**src/rtl/uart_pkg.sv**
```systemverilog
// Shared UART receive definitions: baud-select codes, receiver states, divisor helper.
// UART_RX_PARITY_EN adds the PARITY state (8E1 framing).
package uart_pkg;

  typedef enum logic [1:0] {
    BR_9600   = 2'b00,
    BR_19200  = 2'b01,
    BR_57600  = 2'b10,
    BR_115200 = 2'b11
  } baud_sel_e;

  typedef enum logic [2:0] {
    S_IDLE,
    S_START,
    S_DATA,
`ifdef UART_RX_PARITY_EN
    S_PARITY,
`endif
    S_STOP,
    S_RECOVER
  } rx_state_e;

  // Rounded 16x-oversample divisor.
  function automatic int unsigned calc_div(int unsigned clk_hz, int unsigned baud);
    return (clk_hz + 8 * baud) / (16 * baud);
  endfunction

endpackage

```
**src/rtl/uart_byte_rx_if.sv**
```systemverilog
// Received-byte delivery bus: byte plus one-cycle valid / framing-error strobes.
interface uart_byte_rx_if;
  logic [7:0] byte_data;
  logic       data_valid;
  logic       frame_err;

  modport master (output byte_data, data_valid, frame_err);
  modport slave  (input  byte_data, data_valid, frame_err);
endinterface

```
**src/rtl/uart_byte_rx_baud_tick_gen.sv**
```systemverilog
// 16x oversample tick generator; rate chosen by the latched select, restarted by clr.
module baud_tick_gen
  import uart_pkg::*;
#(
  parameter int unsigned CLK_HZ = 100_000_000
) (
  input  logic       clk,
  input  logic       rst,
  input  logic       clr,
  input  logic [1:0] rate_sel,
  output logic       tick
);
  localparam int unsigned CW = $clog2(calc_div(CLK_HZ, 9600));

  logic [CW-1:0] cnt_q, cnt_d, lim;

  always_comb begin
    lim = '0;
    case (baud_sel_e'(rate_sel))
      BR_9600:   lim = CW'(calc_div(CLK_HZ, 9600)   - 1);
      BR_19200:  lim = CW'(calc_div(CLK_HZ, 19200)  - 1);
      BR_57600:  lim = CW'(calc_div(CLK_HZ, 57600)  - 1);
      default:   lim = CW'(calc_div(CLK_HZ, 115200) - 1);
    endcase
  end

  assign tick  = !clr && (cnt_q == lim);
  assign cnt_d = (clr || tick) ? '0 : cnt_q + 1'b1;

  always_ff @(posedge clk) begin
    if (rst) cnt_q <= '0;
    else     cnt_q <= cnt_d;
  end
endmodule

```
**src/rtl/uart_byte_rx.sv**
```systemverilog
// UART byte receiver: 2-flop sync, 16x oversampled 8N1 frame recovery, byte/error strobes.
// Define UART_RX_PARITY_EN for 8E1 framing with even-parity checking.
module uart_byte_rx
  import uart_pkg::*;
#(
  parameter int unsigned CLK_HZ = 100_000_000
) (
  input  logic           clk,
  input  logic           rst,
  input  logic           rx_input,
  input  logic [1:0]     brate_selection,
  uart_byte_rx_if.master rx_if
);
  rx_state_e  state_q, state_d;
  logic [1:0] sync_q, sync_d;
  logic [1:0] rate_q, rate_d;
  logic [3:0] samp_q, samp_d;
  logic [2:0] bit_q, bit_d;
  logic [7:0] shift_q, shift_d;
  logic [7:0] byte_q, byte_d;
  logic       dv_q, dv_d;
  logic       fe_q, fe_d;
  logic       rx_s, tick, clr, mid_tick, bit_tick, par_ok;

  assign rx_s     = sync_q[1];
  assign sync_d   = {sync_q[0], rx_input};
  assign mid_tick = tick && (samp_q == 4'd7);
  assign bit_tick = tick && (samp_q == 4'd15);

`ifdef UART_RX_PARITY_EN
  logic par_q, par_d;
  assign par_ok = ((^shift_q) == par_q);
`else
  assign par_ok = 1'b1;
`endif

  baud_tick_gen #(.CLK_HZ(CLK_HZ)) u_tick (
    .clk      (clk),
    .rst      (rst),
    .clr      (clr),
    .rate_sel (rate_q),
    .tick     (tick)
  );

  always_ff @(posedge clk) begin
    if (rst) state_q <= S_IDLE;
    else     state_q <= state_d;
  end

  always_comb begin
    state_d = state_q;
    case (state_q)
      S_IDLE:    if (!rx_s) state_d = S_START;
      S_START:   if (mid_tick) state_d = rx_s ? S_IDLE : S_DATA;
`ifdef UART_RX_PARITY_EN
      S_DATA:    if (bit_tick && bit_q == 3'd7) state_d = S_PARITY;
      S_PARITY:  if (bit_tick) state_d = S_STOP;
`else
      S_DATA:    if (bit_tick && bit_q == 3'd7) state_d = S_STOP;
`endif
      // Leaving STOP at mid-bit lets a back-to-back start edge be caught.
      S_STOP:    if (bit_tick) state_d = (rx_s && par_ok) ? S_IDLE : S_RECOVER;
      S_RECOVER: if (rx_s) state_d = S_IDLE;
      default:   state_d = S_IDLE;
    endcase
  end

  always_comb begin
    clr     = 1'b0;
    rate_d  = rate_q;
    samp_d  = samp_q;
    bit_d   = bit_q;
    shift_d = shift_q;
    byte_d  = byte_q;
    dv_d    = 1'b0;
    fe_d    = 1'b0;
`ifdef UART_RX_PARITY_EN
    par_d   = par_q;
`endif
    case (state_q)
      S_IDLE: begin
        clr    = 1'b1;
        samp_d = '0;
        bit_d  = '0;
        if (!rx_s) rate_d = brate_selection;
      end
      S_START: if (tick) samp_d = mid_tick ? 4'd0 : samp_q + 4'd1;
      S_DATA: begin
        if (tick) samp_d = samp_q + 4'd1;
        if (bit_tick) begin
          shift_d = {rx_s, shift_q[7:1]};
          bit_d   = bit_q + 3'd1;
        end
      end
`ifdef UART_RX_PARITY_EN
      S_PARITY: begin
        if (tick) samp_d = samp_q + 4'd1;
        if (bit_tick) par_d = rx_s;
      end
`endif
      S_STOP: begin
        if (tick) samp_d = samp_q + 4'd1;
        if (bit_tick) begin
          if (rx_s && par_ok) begin
            byte_d = shift_q;
            dv_d   = 1'b1;
          end else begin
            fe_d   = 1'b1;
          end
        end
      end
      default: ;
    endcase
  end

  always_ff @(posedge clk) begin
    if (rst) begin
      sync_q  <= 2'b11;
      rate_q  <= brate_selection;
      samp_q  <= '0;
      bit_q   <= '0;
      shift_q <= '0;
      byte_q  <= '0;
      dv_q    <= 1'b0;
      fe_q    <= 1'b0;
`ifdef UART_RX_PARITY_EN
      par_q   <= 1'b0;
`endif
    end else begin
      sync_q  <= sync_d;
      rate_q  <= rate_d;
      samp_q  <= samp_d;
      bit_q   <= bit_d;
      shift_q <= shift_d;
      byte_q  <= byte_d;
      dv_q    <= dv_d;
      fe_q    <= fe_d;
`ifdef UART_RX_PARITY_EN
      par_q   <= par_d;
`endif
    end
  end

  assign rx_if.byte_data  = byte_q;
  assign rx_if.data_valid = dv_q;
  assign rx_if.frame_err  = fe_q;
endmodule

```
**src/flat_wrapper.sv**
```systemverilog
// flat-port wrapper written by rule: the top's interface ports become plain ports
module uart_byte_rx_flat import uart_pkg::*;
#(
  parameter int unsigned CLK_HZ = 100_000_000
)
  (clk, rst, rx_input, brate_selection, rx_if_byte_data, rx_if_data_valid, rx_if_frame_err);
  uart_byte_rx_if rx_if_i ();
  input  logic clk;
  input  logic rst;
  input  logic rx_input;
  input  logic [1:0] brate_selection;
  output wire logic [$bits(rx_if_i.byte_data)-1:0] rx_if_byte_data;
  output wire logic [$bits(rx_if_i.data_valid)-1:0] rx_if_data_valid;
  output wire logic [$bits(rx_if_i.frame_err)-1:0] rx_if_frame_err;
  assign rx_if_byte_data = rx_if_i.byte_data;
  assign rx_if_data_valid = rx_if_i.data_valid;
  assign rx_if_frame_err = rx_if_i.frame_err;
  uart_byte_rx #(.CLK_HZ(CLK_HZ)) u_core (.clk(clk), .rst(rst), .rx_input(rx_input), .brate_selection(brate_selection), .rx_if(rx_if_i));
endmodule
```
**config.mk**
```make
export PLATFORM = sky130hd
export DESIGN_NAME = uart_byte_rx_flat
export DESIGN_NICKNAME = d
export VERILOG_FILES = /design/src/rtl/uart_pkg.sv /design/src/rtl/uart_byte_rx_if.sv /design/src/rtl/uart_byte_rx_baud_tick_gen.sv /design/src/rtl/uart_byte_rx.sv /design/src/flat_wrapper.sv
export SDC_FILE = /design/constraint.sdc
export NUM_CORES = 1
export LEC_CHECK = 0
export ABC_AREA = 0
export CAP_MARGIN = 20
export CORE_UTILIZATION = 57
export CTS_BUF_LIST = sky130_fd_sc_hd__clkbuf_16
export DETAILED_ROUTE_END_ITERATION = 16
export GPL_TIMING_DRIVEN = 0
export PLACE_DENSITY = 0.78
export SLEW_MARGIN = 30
export SYNTH_ARGS = -nofsm -noshare
export SYNTH_HDL_FRONTEND = slang
export SYNTH_SLANG_ARGS = --single-unit
```
**constraint.sdc**
```tcl
create_clock -name clk -period 2.7 [get_ports clk]
set_input_delay 0.54 -clock clk [delete_from_list [all_inputs] [get_ports clk]]
set_output_delay 0.54 -clock clk [all_outputs]
set_load 0.05 [all_outputs]
```
==> impl_metrics.py, run 1 <==
metrics = {
    "timing": {
        "slew_viol_final": 0,
        "hold_viol": 0,
        "tightest_slew_ps": 506,
        "relSlewSlack": 0.662,
        "fmax_mhz": 394,
        "fin_crit_sh": 0.941,
        "tns_ps": 0,
        "period_needed_ps": 2540,
        "setup_violations": 0,
        "rsz0062_at_grt": "false",
        "skew_ps": 7.82,
    },
    "clocking": {
        "clk_pin_slew_ps": 60,
        "clock_latency_ps": 290,
        "cts_buffers": 5,
        "cts_root_buffer": "clkbuf_16",
        "htreeDepth": 2,
        "cts_tree": "done",
        "cts_hold_buffers": 0,
        "clock-sinks": 42,
        "cts_buffer_depth": 2,
    },
    "logic_synthesis": {
        "synth_cell_type_count": 45,
        "synth_xor_area_frac": 0.0583,
        "syn_nets": 254,
        "async_flop_share": 0,
        "synth_top_family_by_area": "simple AND/OR/NAND/NOR gates",
        "dominantRegCellSynth": "dfxtp_1",
        "avgSynthCellArea_um2": 8.76,
        "syn_area_mm2": 0.00210,
        "synth_cells": 240,
        "synth.top_cell.area_share": 0.381,
        "synth_seq_cells": 42,
        "yosysTopAreaCell": "dfxtp_1",
        "synth-compound-area-share": 0.200,
        "synth.area.mux_share": 0.00952,
        "ys_seq_area_frac": 0.410,
        "synth-edff-count": 2,
        "synth_warnings": 0,
        "synth_area_leaders": "dfxtp_1, ha_1, a21oi_1",
        "yosys.area_share.simple": 0.231,
        "synth_fa_ha_area_frac": 0.0536,
    },
    "global_route": {
        "grt_pass1_vias": 1657,
        "use_met2": 0.365,
        "top_usage_layer": "met2",
        "overflow": 0,
        "antenna_found_initial": 0,
        "grt_util_met1": 0.334,
        "grt_max_degree": 14,
        "met3_usage": 0.0602,
        "grt_usage": 0.245,
        "grt_pass1_wl_um": 7520,
    },
    "final_layout": {
        "mostFrequentLayoutCell": "dfxtp_1",
        "stdcell_area_mm2": 0.00249,
        "drive_gt1_frac": 0.0758,
        "synthToLayoutAreaGrowth_pct": 18.3,
        "diodes": 0,
        "final_cell_mix": "dfxtp_1, a21oi_1, nor2_1",
        "multi_input_area_mm2": 0.00117,
        "finalNetCount": 277,
        "num-fill-cells": 282,
        "seq_area_um2": 861,
    },
    "die": {
        "start_util": 0.611,
        "io_pins": 15,
        "die_h_um": 62.7,
        "dieArea_mm2": 0.00393,
        "fp.coreArea_mm2": 0.00344,
        "die_w_um": 62.7,
        "std_cell_rows": 21,
    },
    "critical_path": {
        "crit_path_end_kind": "register",
        "path_class": "reg2reg",
        "path_max_fanout": 7,
        "crit_path_max_incr_delay_ps": 540,
        "crit_chain": "inv_1, ha_1, or4_4, a211oi_4, o211ai_4, or4_4, mux2i_1",
        "start_kind": "register",
        "cp_data_required_time_ps": 2870,
        "crit_path_frequent_cell": "or4_4",
        "cp_data_arrival_time_ps": 2710,
        "critPathSlowestCell": "or4_4",
    },
    "power": {
        "swShare": 0.209,
        "seq_power_share": 0.459,
        "internal_power_mw": 1.09,
        "pwr-share-comb": 0.049,
        "p_leak_nw": 0.858,
        "peakVddDrop_mv": 0.372,
        "pwr_density_cell_mw_per_mm2": 552,
        "p_clk_frac": 0.491,
        "p_switching_uw": 288,
    },
    "flow_run": {
        "maxCapViolCount": 0,
    },
    "placed_design": {
        "gp_congestion": 0.871,
        "dp_hpwl_um": 3110,
        "placed_area_mm2": 0.00230,
        "numPortBuffers": 14,
    },
    "detailed_routing": {
        "avgViaCountPerCell": 5.90,
        "routed-via-count": 1829,
        "detail-route-antenna-nets": 0,
        "avgRoutedWirePerCell_um": 14.4,
        "drt-total-wl_um": 4470,
        "drc": 0,
        "first_pass_iters": 4,
        "dr.first_iter.drc_count": 127,
    },
    "outcome": {
        "status": "completed",
    },
    "min_path": {
        "hold_path_class": "reg2reg",
    },
}
## logic make-up after synthesis
group,after synthesis
simple gates,90
buf+inv,21
mux,2
xor+xnor,14
compound gates,62
fa+ha+maj,9
flops,42
## per-stage QoR
stage          hold WS [ps]  setup slack, ps  cells  power (mW)   util
2_1_floorplan           389              337    240       0.693      -
3_5_place_dp            403             94.3    300       0.711  0.668
4_1_cts                 420             62.9    308        1.38  0.716
3_3_place_gp            392              211    300       0.710  0.668
6_report                422              160    310        1.37  0.723
5_1_grt                 451             49.0    310        1.41  0.723
## worst max-delay path, delay by kind of cell (launching register included)
kind / cells / cell delay, ps
compound gates: 2 / 450
fa+ha+maj: 1 / 240
buf+inv: 1 / 110
flops: 1 / 420
mux: 1 / 140
simple gates: 2 / 1070
## state kept, by name (all words and copies together), names as in the netlist
signal,cells
u_core.bit_q,3
u_core.shift_q,8
u_core.state_q,3
u_core.rate_q,2
u_core.u_tick.cnt_q,10
u_core.rx_if.frame_err,1
u_core.rx_if.data_valid,1
u_core.rx_if.byte_data,8
u_core.sync_q,2
u_core.samp_q,4
## power by group through the flow
stage	sequential (mW)	combinational [mW]	clock [mW]
floorplan	0.644	0.0486	0
global placement	0.645	0.0650	0
detailed placement	0.645	0.0664	0
CTS	0.631	0.0670	0.682
global route	0.632	0.0738	0.708
finish	0.631	0.0674	0.675
## Yosys cell counts, types with 4 or more instances
master	number
dfxtp_1	40
a21oi_1	22
nor2_1	20
o21ai_0	14
nand3_1	13
clkbuf_1	12
nand2_1	12
nand4_1	10
ha_1	9
nor3_1	9
o31ai_1	9
xnor2_1	8
inv_1	6
xor2_1	6
and3_1	4
## final cells by class
cell class / count / share of cell area
Tap cell: 46 / 0.0231
Buffer: 13 / 0.0201
Sequential cell: 42 / 0.346
Inverter: 8 / 0.0121
Clock buffer: 5 / 0.0503
Multi-Input combinational cell: 177 / 0.469
Timing Repair Buffer: 16 / 0.0624
Clock inverter: 3 / 0.0166
## path summary, 6_finish.rpt
path / from / to / slack, ps / depth (start not counted)
worst max register to register: u_core.rate_q[0]$_DFFE_PP_ / u_core.bit_q[1]$_SDFFE_PP0P_ / 160 / 7
worst min-delay path: u_core.sync_q[0]$_SDFF_PP1_ / u_core.sync_q[1]$_SDFF_PP1_ / 420 / 1
worst min register to register: u_core.sync_q[0]$_SDFF_PP1_ / u_core.sync_q[1]$_SDFF_PP1_ / 420 / 1
worst max-delay path: u_core.rate_q[0]$_DFFE_PP_ / u_core.bit_q[1]$_SDFFE_PP0P_ / 160 / 7
## routing by layer
layer,wire [um],vias up
li1,-,916
met1,2160,849
met2,1990,56
met3,234,8
met4,89,0
met5,0,-
## timing repair
item,in CTS,in global routing
gates resized for setup,0,1
endpoints found under the setup margin,0,10
setup buffers,0,2
Power figures use the tool's default switching activity.
==> run 2, diff against run 1 <==
--- a/config.mk
+++ b/config.mk
@@ -5,7 +5,6 @@
 export SDC_FILE = /design/constraint.sdc
 export NUM_CORES = 1
 export LEC_CHECK = 0
-export ABC_AREA = 0
 export CAP_MARGIN = 20
 export CORE_UTILIZATION = 57
 export CTS_BUF_LIST = sky130_fd_sc_hd__clkbuf_16
==> results of run 2 <==
No change in the layout: final DEF, timing and power equal those of run 1.
